===== src/rtl/mul_op_pkg.sv =====
// Shared constants for the shift-add multiplier datapath: strobe bit positions
// within a packed strobe vector, and a constant-evaluable ceil(log2) helper.
package mul_op_pkg;

  localparam int STROBE_W = 5;

  // Bit positions of the automaton micro-operation strobes in a packed vector
  localparam int T1_LOAD  = 0;
  localparam int T2_SHIFT = 1;
  localparam int T3_ADD   = 2;
  localparam int T4_DEC   = 3;
  localparam int T9_LATCH = 4;

  function automatic int clog2(input int value);
    int result;
    result = 0;
    while ((1 << result) < value) begin
      result = result + 1;
    end
    return result;
  endfunction

endpackage


===== src/rtl/mul_op_addshift.sv =====
// Combinational add-then-shift stage: computes the next A and Q from the
// current A, Q, M and the add/shift strobes.
module mul_op_addshift #(
  parameter int W = 4
) (
  input  logic [W:0]   a,
  input  logic [W-1:0] q,
  input  logic [W-1:0] m,
  input  logic         t2,
  input  logic         t3,
  output logic [W:0]   a_next,
  output logic [W-1:0] q_next
);

  logic [W:0] sum;

  always_comb begin
    sum = a;
    if (t3) begin
      sum = a + {1'b0, m};
    end
  end

  // Shifting the sum (not the old A) lets add and shift share one cycle
  always_comb begin
    a_next = sum;
    q_next = q;
    if (t2) begin
      a_next = {1'b0, sum[W:1]};
      q_next = {sum[0], q[W-1:1]};
    end
  end

endmodule


===== src/rtl/mul_op_unit.sv =====
// Operational unit of an unsigned shift-add multiplier driven by automaton strobes.
// Define MUL_OP_ERR_EN to add the sticky over-iteration flag output err.
module mul_op_unit
  import mul_op_pkg::*;
#(
  parameter int W = 4
) (
  input  logic         clk,
  input  logic         res,
  input  logic         t1,
  input  logic         t2,
  input  logic         t3,
  input  logic         t4,
  input  logic         t9,
  input  logic [W-1:0] a_in,
  input  logic [W-1:0] b_in,
  output logic         x,
  output logic         y,
  output logic [2*W-1:0] p_out,
  output logic         done
`ifdef MUL_OP_ERR_EN
  ,
  output logic         err
`endif
);

  localparam int CW = clog2(W + 1);

  logic [STROBE_W-1:0] strobe;
  logic [W:0]          a_reg;
  logic [W:0]          a_next;
  logic [W-1:0]        q_reg;
  logic [W-1:0]        q_next;
  logic [W-1:0]        m_reg;
  logic [CW-1:0]       cnt_reg;
  logic [2*W-1:0]      p_reg;
  logic                done_reg;
  logic                cnt_zero;

  assign strobe[T1_LOAD]  = t1;
  assign strobe[T2_SHIFT] = t2;
  assign strobe[T3_ADD]   = t3;
  assign strobe[T4_DEC]   = t4;
  assign strobe[T9_LATCH] = t9;

  assign cnt_zero = (cnt_reg == '0);

  mul_op_addshift #(
    .W(W)
  ) u_addshift (
    .a      (a_reg),
    .q      (q_reg),
    .m      (m_reg),
    .t2     (strobe[T2_SHIFT]),
    .t3     (strobe[T3_ADD]),
    .a_next (a_next),
    .q_next (q_next)
  );

  // Load takes priority over the datapath strobes for A, Q, M and CNT
  always_ff @(posedge clk) begin
    if (res) begin
      a_reg   <= '0;
      q_reg   <= '0;
      m_reg   <= '0;
      cnt_reg <= '0;
    end else if (strobe[T1_LOAD]) begin
      a_reg   <= '0;
      q_reg   <= b_in;
      m_reg   <= a_in;
      cnt_reg <= CW'(W);
    end else begin
      a_reg <= a_next;
      q_reg <= q_next;
      if (strobe[T4_DEC] && !cnt_zero) begin
        cnt_reg <= cnt_reg - CW'(1);
      end
    end
  end

  // Product latch sees pre-edge A and Q, independent of a concurrent load
  always_ff @(posedge clk) begin
    if (res) begin
      p_reg    <= '0;
      done_reg <= 1'b0;
    end else begin
      done_reg <= strobe[T9_LATCH];
      if (strobe[T9_LATCH]) begin
        p_reg <= {a_reg[W-1:0], q_reg};
      end
    end
  end

`ifdef MUL_OP_ERR_EN
  logic err_reg;

  always_ff @(posedge clk) begin
    if (res || strobe[T1_LOAD]) begin
      err_reg <= 1'b0;
    end else if ((strobe[T2_SHIFT] || strobe[T4_DEC]) && cnt_zero) begin
      err_reg <= 1'b1;
    end
  end

  assign err = err_reg;
`endif

  assign x     = cnt_zero;
  assign y     = q_reg[0];
  assign p_out = p_reg;
  assign done  = done_reg;

endmodule


===== config.mk =====
export PLATFORM = sky130hd
export DESIGN_NAME = mul_op_unit
export DESIGN_NICKNAME = d
export VERILOG_FILES = /design/src/rtl/mul_op_pkg.sv /design/src/rtl/mul_op_addshift.sv /design/src/rtl/mul_op_unit.sv
export SDC_FILE = /design/constraint.sdc
export NUM_CORES = 1
export LEC_CHECK = 0
export ABC_CLOCK_PERIOD_IN_PS = 4500
export CORE_UTILIZATION = 45
export DETAILED_ROUTE_END_ITERATION = 12
export DONT_BUFFER_PORTS = 1
export GPL_TIMING_DRIVEN = 0
export PLACE_DENSITY = 0.6
export SLEW_MARGIN = 20
export SYNTH_ARGS = -nofsm -noshare
export SYNTH_HDL_FRONTEND = slang
export SYNTH_SLANG_ARGS = --single-unit

===== constraint.sdc =====
create_clock -name clk -period 4.5 [get_ports clk]
set_input_delay 0.45 -clock clk [delete_from_list [all_inputs] [get_ports clk]]
set_output_delay 0.45 -clock clk [all_outputs]
set_load 0.05 [all_outputs]

# After elaboration in Yosys (flattened, before gate mapping)
# Cells that the tools add are included.
[word_totals] ff_bits=25 input_bits=15 word_cells=23
[op_classes] n_addsub=2 n_mux=6 reduce_logical=7
[ops] cell="4-bit 2-to-1 mux" count=3
[ops] cell="3-bit 2-to-1 mux" count=2
[ops] cell="5-bit by 4-bit adder with 5-bit output" count=1
[ops] cell="5-bit 2-to-1 mux" count=1
[ops] cell="2-bit nonzero test" count=2
[ops] cell="3-bit zero test" count=1
[ops] cell="3-bit OR reduction" count=1
[ops] cell="3-bit by 1-bit subtractor with 3-bit output, second input constant" count=1
[ops] cell="2-bit OR reduction" count=1
[ops] cell="1-bit logical AND" count=1
[ops] cell="1-bit zero test" count=1

# Longest topological paths before layout
# Gate-level depths: netlist of the first run.
[logic_depth] word_depth=5 depth_mapped=6 depth_no_buf=6

# By module
# From an unflattened synthesis of the first run, not the netlist that was laid out.
[unflattened] hier_cells=114 hier_area_um2=1198.6
[modules_own_cells] module="mul_op_unit" instances=1 cells_each=84 area_per_inst_um2=907.1
[modules_own_cells] module="mul_op_addshift" instances=1 cells_each=30 area_per_inst_um2=291.5

# Worst setup path before layout of the first run
# OpenSTA, ideal clock, no wires.
[synth_path] kind="register to register" from="reg a_reg[0]" to="reg a_reg[3]" setup_time_ns=0.095 t_arrival_ns=1.548 required_time_ns=4.405 path_slack_ns=2.856 stages_incl_launch_ff=7 synth_period_minus_slack_ns=1.644 cell_sequence="dfxtp_1 -> ha_1 -> fa_1 -> a211oi_1 -> nor2_1 -> xnor2_1 -> a221oi_1"
[synth_via] elab_chain_len=3
[synth_lines] element="from (decl)" line="mul_op_unit.sv:30" rtl="logic [W:0] a_reg;"
[synth_lines] element="from (signal assigned)" line="mul_op_unit.sv:73" rtl="a_reg <= a_next;"
[synth_lines] element="5-bit by 4-bit adder with 5-bit output" line="mul_op_addshift.sv:20" rtl="sum = a + {1'b0, m};"
[synth_lines] element="5-bit 2-to-1 mux" line="mul_op_addshift.sv:19" rtl="if (t3) begin"
[synth_lines] element="4-bit 2-to-1 mux" line="mul_op_addshift.sv:28" rtl="if (t2) begin"
# Every way passes these cells.
# A chain may end at the register's enable or synchronous reset.

# Worst setup path in the final report of the first run
[layout_path] from="reg cnt_reg[0]" to="out x"
[layout_via] elab_chain_len=1
[layout_lines] element="from (decl)" line="mul_op_unit.sv:35" rtl="logic [CW-1:0] cnt_reg;"
[layout_lines] element="from (signal assigned)" line="mul_op_unit.sv:71" rtl="cnt_reg <= CW'(W);"
[layout_lines] element="from (signal assigned)" line="mul_op_unit.sv:76" rtl="cnt_reg <= cnt_reg - CW'(1);"
[layout_lines] element="3-bit zero test" line="mul_op_unit.sv:46" rtl="assign cnt_zero = (cnt_reg == '0);"
[layout_lines] element="to (decl)" line="mul_op_unit.sv:17" rtl="output logic x,"
# Every way passes these cells.

==> results of run 1 <==
cells in the final DEF (no fill, tap or decap):
| master | Yosys | routed |
|---|---|---|
| clkinvlp_4 | 0 | 1 |
| a21o_1 | 1 | 1 |
| a211oi_1 | 6 | 6 |
| nor3_1 | 2 | 2 |
| o21ai_0 | 1 | 1 |
| nor2b_1 | 2 | 2 |
| buf_2 | 6 | 6 |
| xor2_1 | 1 | 1 |
| nand2b_1 | 3 | 3 |
| o41ai_1 | 1 | 1 |
| ha_1 | 6 | 6 |
| clkbuf_4 | 0 | 3 |
| clkbuf_1 | 1 | 1 |
| or3_1 | 1 | 1 |
| mux2_2 | 1 | 1 |
| fa_1 | 1 | 1 |
| or2_0 | 1 | 1 |
| a221oi_1 | 1 | 1 |
| buf_6 | 1 | 1 |
| a21oi_1 | 6 | 6 |
| a21oi_2 | 1 | 1 |
| nand2_1 | 6 | 6 |
| a311oi_1 | 2 | 2 |
| mux2i_1 | 18 | 18 |
| xnor2_1 | 2 | 2 |
| nor2_1 | 24 | 24 |
| dfxtp_1 | 25 | 25 |
| inv_1 | 5 | 5 |
path summary, 6_finish.rpt:
path	cells after the start	slack, ns	to
min reg2reg	2	0.52	m_reg[3]
min	1	0.23	cnt_reg[1]
max	4	2.68	x
max reg2reg	6	2.71	a_reg[3]
through the flow:
step | hold slack (ns) | cells | util [%] | cell area, sq um | total power (uW)
after floorplan | 0.465 | 125 | - | 1170 | 297
after global placement | 0.487 | 155 | 48.9 | 1210 | 306
after detailed placement | 0.498 | 155 | 48.9 | 1210 | 307
after CTS | 0.214 | 159 | 50.2 | 1240 | 412
after global routing | 0.218 | 159 | 50.2 | 1240 | 426
final | 0.231 | 159 | 50.2 | 1240 | 405
cell type report:
type	instances	area, sq um	share of cell area (%)
buffer	8	45.0	3.63
inverter	5	18.8	1.51
tap	30	37.5	3.02
multi-input combinational	87	611	49.1
sequential	25	500	40.3
clock inverter	1	7.51	0.604
clock buffer	3	22.5	1.81
worst max-delay path, stage by stage, from the launching register on:
cell and delay (ns):
dfxtp_1 0.32, inv_1 0.10, ha_1 0.19, nand2b_1 0.11
inv_1 0.34
power by group:
part	leakage (uW)	switching, uW	total [uW]	internal [uW]
logic	0.000334	32.0	54.3	22.2
clock network	0.0000139	69.4	103	34.0
registers	0.000205	16.7	248	231
total	0.000553	118	405	287
logic make-up (layout without fill, tap and decap cells):
family / count (synthesis) / in the layout / synth area share, %
simple gates: 39 / 39 / 14.2
buf+inv: 13 / 17 / 5.43
flops: 25 / 25 / 42.6
compound gates: 19 / 19 / 11.2
mux: 19 / 19 / 16.3
xor+xnor: 3 / 3 / 2.24
fa+ha+maj: 7 / 7 / 8.09
per-layer routing:
layer	track usage [%]	vias up
met5	0	-
met1	23.6	390
met2	27.2	13
met3	3.45	2
li1	-	434
met4	6.58	0
synthesized netlist by cell type:
master | n | area share, %
a211oi_1 | 6 | 3.8
nor2b_1 | 2 | 1.1
buf_2 | 6 | 2.6
nor2_1 | 24 | 7.7
dfxtp_1 | 25 | 43
or2_0 | 1 | 0.53
o41ai_1 | 1 | 0.75
or3_1 | 1 | 0.53
mux2i_1 | 18 | 15
nor3_1 | 2 | 0.85
a21o_1 | 1 | 0.64
fa_1 | 1 | 1.7
buf_6 | 1 | 0.96
o21ai_0 | 1 | 0.43
a221oi_1 | 1 | 0.75
a21oi_2 | 1 | 0.75
a21oi_1 | 6 | 2.6
inv_1 | 5 | 1.6
ha_1 | 6 | 6.4
a311oi_1 | 2 | 1.5
nand2_1 | 6 | 1.9
xor2_1 | 1 | 0.75
xnor2_1 | 2 | 1.5
clkbuf_1 | 1 | 0.32
nand2b_1 | 3 | 1.6
mux2_2 | 1 | 0.96
==> summary.txt, run 1 <==
Status
  • Outcome: finished clean

CTS
  • Deepest clock path buffer count: 2
  • TritonCTS clock tree: built
  • Post-CTS Setup Repair Bufs: 0
  • H-tree lvl count: 1
  • Root Buffer: clkbuf_4
  • Worst skew pair latency: 0.33 ns
  • Clock-pin slew of the registers on the worst-case setup and hold paths: 0.13 ns
  • Hold buffers post-CTS: 0
  • CTS sink count: 25
  • Post-CTS resize count: 0
  • Number of CTS-inserted buffers: 3

Timing
  • Slew headroom: 64.1%
  • Peak Freq: 549 MHz
  • Setup violators final: 0
  • Final hold vios: 0
  • Slew Viols, Final: 0
  • RSZ-0062 raised after global routing: false
  • Setup tns final: 0 ns
  • PnR worst setup slack: 2.68 ns
  • Worst-margin pin slew: 0.538 ns
  • Post-layout minimum cycle time: 1.82 ns
  • Fin crit share: 40.5%
  • Clock Skew: 0.0167 ns

Global route
  • Vias in the first global route: 790
  • First-pass GRT wire length: 3.48 mm
  • Largest net degree at the start of global routing: 16
  • Total gr overflow: 0
  • GR Util All Layers: 17.5%
  • Initial antenna violation count: 0

Logic synthesis
  • Yosys warns: 0
  • Cells after Synth: 125
  • #FFs+latches synth: 25
  • Avg Synthesized Cell Area: 9.40 sq um
  • Mapped Area: 0.00117 sq mm
  • Post-synthesis net count: 147
  • Sequential share of the synthesized area: 42.6%
  • Distinct cells, synth: 26

Cells and area
  • Share of cells above drive strength 1: 10.1%
  • Max FFs per register: 8
  • Post-synthesis to final-layout area growth: 5.75%
  • Filler cells: 259
  • Final nets: 152
  • Diode count: 0

Detailed routing
  • Total Routed Length: 2.17 mm
  • Routed vias/inst: 5.28
  • Top layer in use: met4
  • Drt first pass iters: 4
  • WL met1: 1.13 mm
  • Routed WL per cell: 13.6 um
  • DRC: 0
  • Via count: 839
  • Initial DRC count: 16
  • DR WL met2: 950 um
  • Met3 WL post-DR: 67 um
  • Final ANT Viol Nets: 0

Min path
  • HP Class: input pin to flop
  • Hold_sp: t4

Die
  • Core ar.: 0.00248 sq mm
  • Die width: 53.1 um
  • Die height: 53.1 um
  • Site Rows: 18
  • Starting Density: 47.4%
  • I/O pins: 26
  • Die ar.: 0.00282 sq mm

Placement
  • Post-DP HPWL: 1.64 mm
  • Gpl congestion: 0.806
  • Dpl ws: 2.75 ns
  • Port Buf Inserts: 0

Run
  • Maxcap violations: 0

Pwr
  • Power density over the cells: 326 mW/mm^2
  • Leakage power: 0.000553 uW
  • Max VDD drop: 197 uV

Setup path
  • Worst reg2reg startpoint: a_reg[0]
  • Worst Path Arrival: 1.37 ns
  • Crit path capture type: primary output
  • Kind of critical path: flop to primary output
  • CP Launch Point: cnt_reg[0]
  • CP max FO: 4
  • Crit path launch type: flop
  • CP Data Required Time: 4.05 ns
No activity file was read; power rests on OpenSTA's default activity.
==> run 2, diff against run 1 <==
- ABC_CLOCK_PERIOD_IN_PS: 4500 -> 1600
- PLACE_DENSITY: 0.6 -> 0.62
- clock period: 4.5 -> 1.6 ns (I/O delays scaled with it)
==> run 2 against run 1 <==
- the run now ends with setup timing left
- core utilization increased by 9.8 points
- global-route usage rose by 1.5 points
- worst hold slack got worse by 0.21 ns
- non-clock buffer count up 18
- via count rose by 13%
- routed wire length is 15% higher
- power rose to 3.0 times the previous value
- cell count increased by 11%
- design area rose by 20%
- critical path depth rose by 1
- combinational power grew to 3.8 times the previous value
- first-iteration DRC count increased by 19%
- largest power group unchanged
- highest routed layer unchanged
==> summary.txt, run 2 (synthesis gave the netlist of run 1 again) <==
Cells and area
  • Post-Layout Inst Area: 0.00149 sq mm
  • Final nets: 170
  • Reg area: 508 sq um
  • Commonest cells after routing, fill and taps aside: 24 x nor2_1, 21 x dfxtp_1, 18 x mux2i_1
  • Commonest non-fill, non-tap cell in the layout: nor2_1
  • Post-synthesis to final-layout area growth: 26.5%
  • Filler cells: 228
  • Share of cells above drive strength 1: 20.4%
  • Max FFs per register: 8
  • Multi-input logic area: 669 sq um
  • Diode count: 0

Setup path
  • Crit path capture type: flop
  • CP Launch Point: a_reg[1]
  • Worst Path Arrival: 1.87 ns
  • Kind of critical path: flop to flop
  • CP max FO: 3
  • Crit path launch type: flop
  • CP Data Required Time: 1.85 ns
  • Worst reg2reg startpoint: a_reg[1]

Pwr
  • Leakage power: 0.000653 uW
  • Max VDD drop: 635 uV
  • Power density over the cells: 810 mW/mm^2

CTS
  • Root Buffer: clkbuf_4
  • Number of CTS-inserted buffers: 3
  • H-tree lvl count: 1
  • Clock-pin slew of the registers on the worst-case setup and hold paths: 0.14 ns
  • Worst skew pair latency: 0.33 ns
  • TritonCTS clock tree: built
  • Deepest clock path buffer count: 2
  • CTS sink count: 25

Detailed routing
  • Final ANT Viol Nets: 0
  • DRC: 0
  • Total Routed Length: 2.50 mm
  • Routed WL per cell: 14.1 um
  • Via count: 952
  • Routed vias/inst: 5.38
  • Drt first pass iters: 4
  • Initial DRC count: 19

Timing
  • Clock Skew: 0.00377 ns
  • Setup tns final: -0.0211 ns
  • Worst-margin pin slew: 0.547 ns
  • PnR worst setup slack: -0.0211 ns
  • Setup violators final: 1
  • Final hold vios: 0
  • Post-layout minimum cycle time: 1.62 ns
  • Slew Viols, Final: 0
  • Fin crit share: 101%
  • RSZ-0062 raised after global routing: true
  • Peak Freq: 617 MHz
  • Slew headroom: 63.5%

Placement
  • Port Buf Inserts: 0
  • Area after DPL: 0.00122 sq mm
  • Post-DP HPWL: 1.62 mm
  • Gpl congestion: 0.779

Global route
  • Total gr overflow: 0
  • Initial antenna violation count: 0
  • Vias in the first global route: 899
  • GR Util All Layers: 19.0%
  • First-pass GRT wire length: 3.84 mm
  • Largest net degree at the start of global routing: 16

Die
  • Die ar.: 0.00282 sq mm
  • Core ar.: 0.00248 sq mm
  • Starting Density: 47.4%
  • Die width: 53.1 um
  • Site Rows: 18
  • Die height: 53.1 um
  • I/O pins: 26

Status
  • Failing checks: setup timing
  • Outcome: finished with violations

Run
  • Maxcap violations: 0

Min path
  • Hold_sp: t4
  • HP Class: input pin to flop
run 2: cell types whose count changed in the layout (fill, tap and decap cells not counted), moves of 3 or more:
cell           before  now
dfxtp_1            25   21
dlygate4sd3_1       0   14
dfxtp_2             0    3
buf_4               0    3
run 2: path summary, 6_finish.rpt:
path,end,slack (ns),cells after the start
worst max-delay path,a_reg[3],-0.02,5
worst min-delay path,cnt_reg[1],0.02,2
worst max register to register,a_reg[3],-0.02,5
worst min register to register,cnt_reg[1],0.53,2
run 2: cell type report:
type                    instances  share of cell area (%)
repair buffers                 18                    11.7
inverters                       5                    1.52
plain buffers                   8                    3.03
flip-flops and latches         25                    34.2
clock inverters                 1                   0.505
well taps                      30                    2.53
multi-input cells              87                    45.0
clock buffers                   3                    1.52
run 2: per-stage QoR:
step / std cells / util (%) / setup WS (ns) / hold WS, ns / power [uW]
2_1_floorplan: 125 / - / 0.00155 / 0.269 / 835
3_3_place_gp: 155 / 49.1 / -0.0784 / 0.271 / 859
3_5_place_dp: 155 / 49.1 / -0.112 / 0.284 / 865
4_1_cts: 177 / 58.5 / -0.0179 / 0.00367 / 1210
5_1_grt: 177 / 60.0 / -0.0981 / 0.0395 / 1250
6_report: 177 / 60.0 / -0.0211 / 0.0187 / 1200
run 2: repair_timing:
| item | 4_1_cts | 5_1_grt |
|---|---|---|
| endpoints found under the setup margin | 2 | 5 |
| endpoints found under the hold margin | 11 | 0 |
| resized for setup | 10 | 6 |
| pin swaps | 4 | 1 |
| setup buffers | 4 | 0 |
| hold buffers | 14 | 0 |
run 2: power by group:
group          leakage [uW]  internal (uW)  switching (uW)
registers          0.000206            650            49.4
clock network     0.0000139           95.8             204
logic              0.000433           98.2             107
run 2: routing by layer:
layer  track usage (%)  wire length, um  up-vias
met5                 0                0        -
met4              9.21               39        0
met3              3.16               85        4
met2              31.2             1230       17
met1              23.8             1140      461
li1                  -                -      470
run 2: critical path: stages (launching register included):
cell and delay, ns:
dfxtp_4 0.38, ha_1 0.28, a21o_1 0.17, a21oi_2 0.17, mux2_4 0.32, a221oi_2 0.23
==> run 3, diff against run 2 <==
- ABC_CLOCK_PERIOD_IN_PS: 1600 -> 1620
- CELL_PAD_IN_SITES_DETAIL_PLACEMENT: not set -> 1
- CELL_PAD_IN_SITES_GLOBAL_PLACEMENT: not set -> 2
- CORE_MARGIN: not set -> 3
- CORE_UTILIZATION: 45 -> 36
- PLACE_DENSITY: 0.62 -> 0.75
- clock period: 1.6 -> 1.62 ns (I/O delays scaled with it)
==> run 3 against run 2 <==
- the run still ends with setup timing left
- worst hold slack worse by 0.010 ns
- first-iteration DRC count down 32%
- clock-buffer cell count unchanged
- fmax down 0.35%
- setup slack better by 0.014 ns
- largest cell class unchanged
- highest routed layer unchanged
==> summary.txt, run 3 (synthesis gave the netlist of run 1 again) <==
Pwr
  • Sw frac: 29.8%
  • Clock power share: 24.7%
  • Leakage power: 0.000618 uW
  • Power density over the cells: 818 mW/mm^2
  • Cell internal pwr: 821 uW
  • Max VDD drop: 393 uV
  • Gate power share: 16.3%
  • Register share of total power: 58.9%
  • Sw Pwr: 349 uW

Placement
  • Post-DP HPWL: 1.97 mm
  • Port Buf Inserts: 0
  • Area after DPL: 0.00123 sq mm
  • Dpl ws: -0.133 ns
  • Gpl congestion: 0.684

Run
  • Maxcap violations: 0

Timing
  • Final hold vios: 0
  • Setup violators final: 1
  • Slew Viols, Final: 0
  • Fin crit share: 100%
  • Setup tns final: -0.00677 ns
  • RSZ-0062 raised after global routing: true
  • Slew headroom: 62.9%
  • PnR worst setup slack: -0.00677 ns
  • Worst hold margin: 0.00832 ns
  • Worst-margin pin slew: 0.555 ns
  • Peak Freq: 615 MHz
  • Clock Skew: 0.00667 ns
  • Post-layout minimum cycle time: 1.63 ns

Setup path
  • Crit path launch type: flop
  • Kind of critical path: flop to flop
  • Worst Path Arrival: 1.88 ns
  • Crit path capture type: flop
  • Reg2Reg Depth: 6
  • CP max FO: 2
  • CP Data Required Time: 1.88 ns

Cells and area
  • Filler cells: 362
  • Post-Layout Inst Area: 0.00143 sq mm
  • Post-synthesis to final-layout area growth: 21.7%
  • Share of cells above drive strength 1: 19.0%
  • Diode count: 0
  • Final nets: 165
  • Final core occ: 46.5%
  • Max FFs per register: 8
  • Commonest cells after routing, fill and taps aside: 24 x nor2_1, 22 x dfxtp_1, 18 x mux2i_1
  • Commonest non-fill, non-tap cell in the layout: nor2_1

Status
  • Outcome: finished with violations
  • Failing checks: setup timing

Global route
  • Initial antenna violation count: 0
  • Vias in the first global route: 1007
  • GR Util All Layers: 15.2%
  • Total gr overflow: 0
  • Largest net degree at the start of global routing: 15
  • First-pass GRT wire length: 4.69 mm

CTS
  • Root Buffer: clkbuf_4
  • TritonCTS clock tree: built
  • Number of CTS-inserted buffers: 3
  • CTS sink count: 25
  • Clock-pin slew of the registers on the worst-case setup and hold paths: 0.14 ns
  • Worst skew pair latency: 0.33 ns
  • Deepest clock path buffer count: 2
  • H-tree lvl count: 1

Die
  • Die height: 63.1 um
  • Core ar.: 0.00308 sq mm
  • I/O pins: 26
  • Die width: 63.1 um
  • Site Rows: 20
  • Starting Density: 38.2%
  • Die ar.: 0.00398 sq mm

Detailed routing
  • Drt first pass iters: 4
  • Via count: 944
  • Final ANT Viol Nets: 0
  • DRC: 0
  • Routed WL per cell: 14.9 um
  • Total Routed Length: 2.77 mm
  • Initial DRC count: 13
  • Routed vias/inst: 5.08

Min path
  • Hold path cells: 2
  • HP Class: input pin to flop
==> run 3: power groups by stage <==
stage	clock, uW	combinational (uW)	sequential [uW]
5_1_grt	325	214	693
2_1_floorplan	0	127	697
4_1_cts	302	182	689
3_5_place_dp	0	155	704
6_report	289	191	689
3_3_place_gp	0	148	703
==> run 3: worst max-delay path, stage by stage, from the launching register on <==
cell and delay, ns:
dfxtp_4 0.38, buf_4 0.14, fa_2 0.41, a211oi_2 0.19, nor2_1 0.08, xnor2_1 0.16
a221oi_2 0.21
==> run 3: area by class of cell <==
| class | count | area, sq um | share of cell area [%] |
|---|---|---|---|
| tap | 44 | 55.1 | 3.85 |
| inverter | 5 | 22.5 | 1.57 |
| sequential | 25 | 509 | 35.6 |
| clock inverter | 1 | 5.00 | 0.350 |
| buffer | 8 | 45.0 | 3.15 |
| clock buffer | 3 | 22.5 | 1.57 |
| multi-input combinational | 87 | 651 | 45.5 |
| timing repair buffer | 13 | 120 | 8.40 |
==> run 3: path summary, 6_finish.rpt <==
kind	startpoint	slack [ns]	endpoint
hold reg to reg	cnt_reg[1]	0.52	cnt_reg[1]
setup / recovery	a_reg[1]	-0.007	a_reg[3]
hold / removal	res	0.008	m_reg[1]
setup reg to reg	a_reg[1]	-0.007	a_reg[3]
==> run 3: repair_timing <==
action / 4_1_cts / 5_1_grt
resized for setup: 9 / 4
endpoints found under the hold margin: 9 / 0
pin swaps: 1 / 5
setup endpoints to repair: 2 / 4
setup buffers: 3 / 1
hold buffers: 9 / 0
==> run 3: stage by stage <==
stage | instances | total power, uW
floorplan | 125 | 824
global placement | 169 | 851
detailed placement | 169 | 859
CTS | 185 | 1170
global route | 186 | 1230
finish | 186 | 1170
==> run 3: per-layer routing <==
layer / up-vias / routed length [um] / GRT usage [%]
met1: 455 / 1220 / 17.2
met4: 0 / 48 / 6.89
met5: - / 0 / 0
met2: 19 / 1370 / 26.7
met3: 6 / 127 / 3.74
li1: 464 / - / -
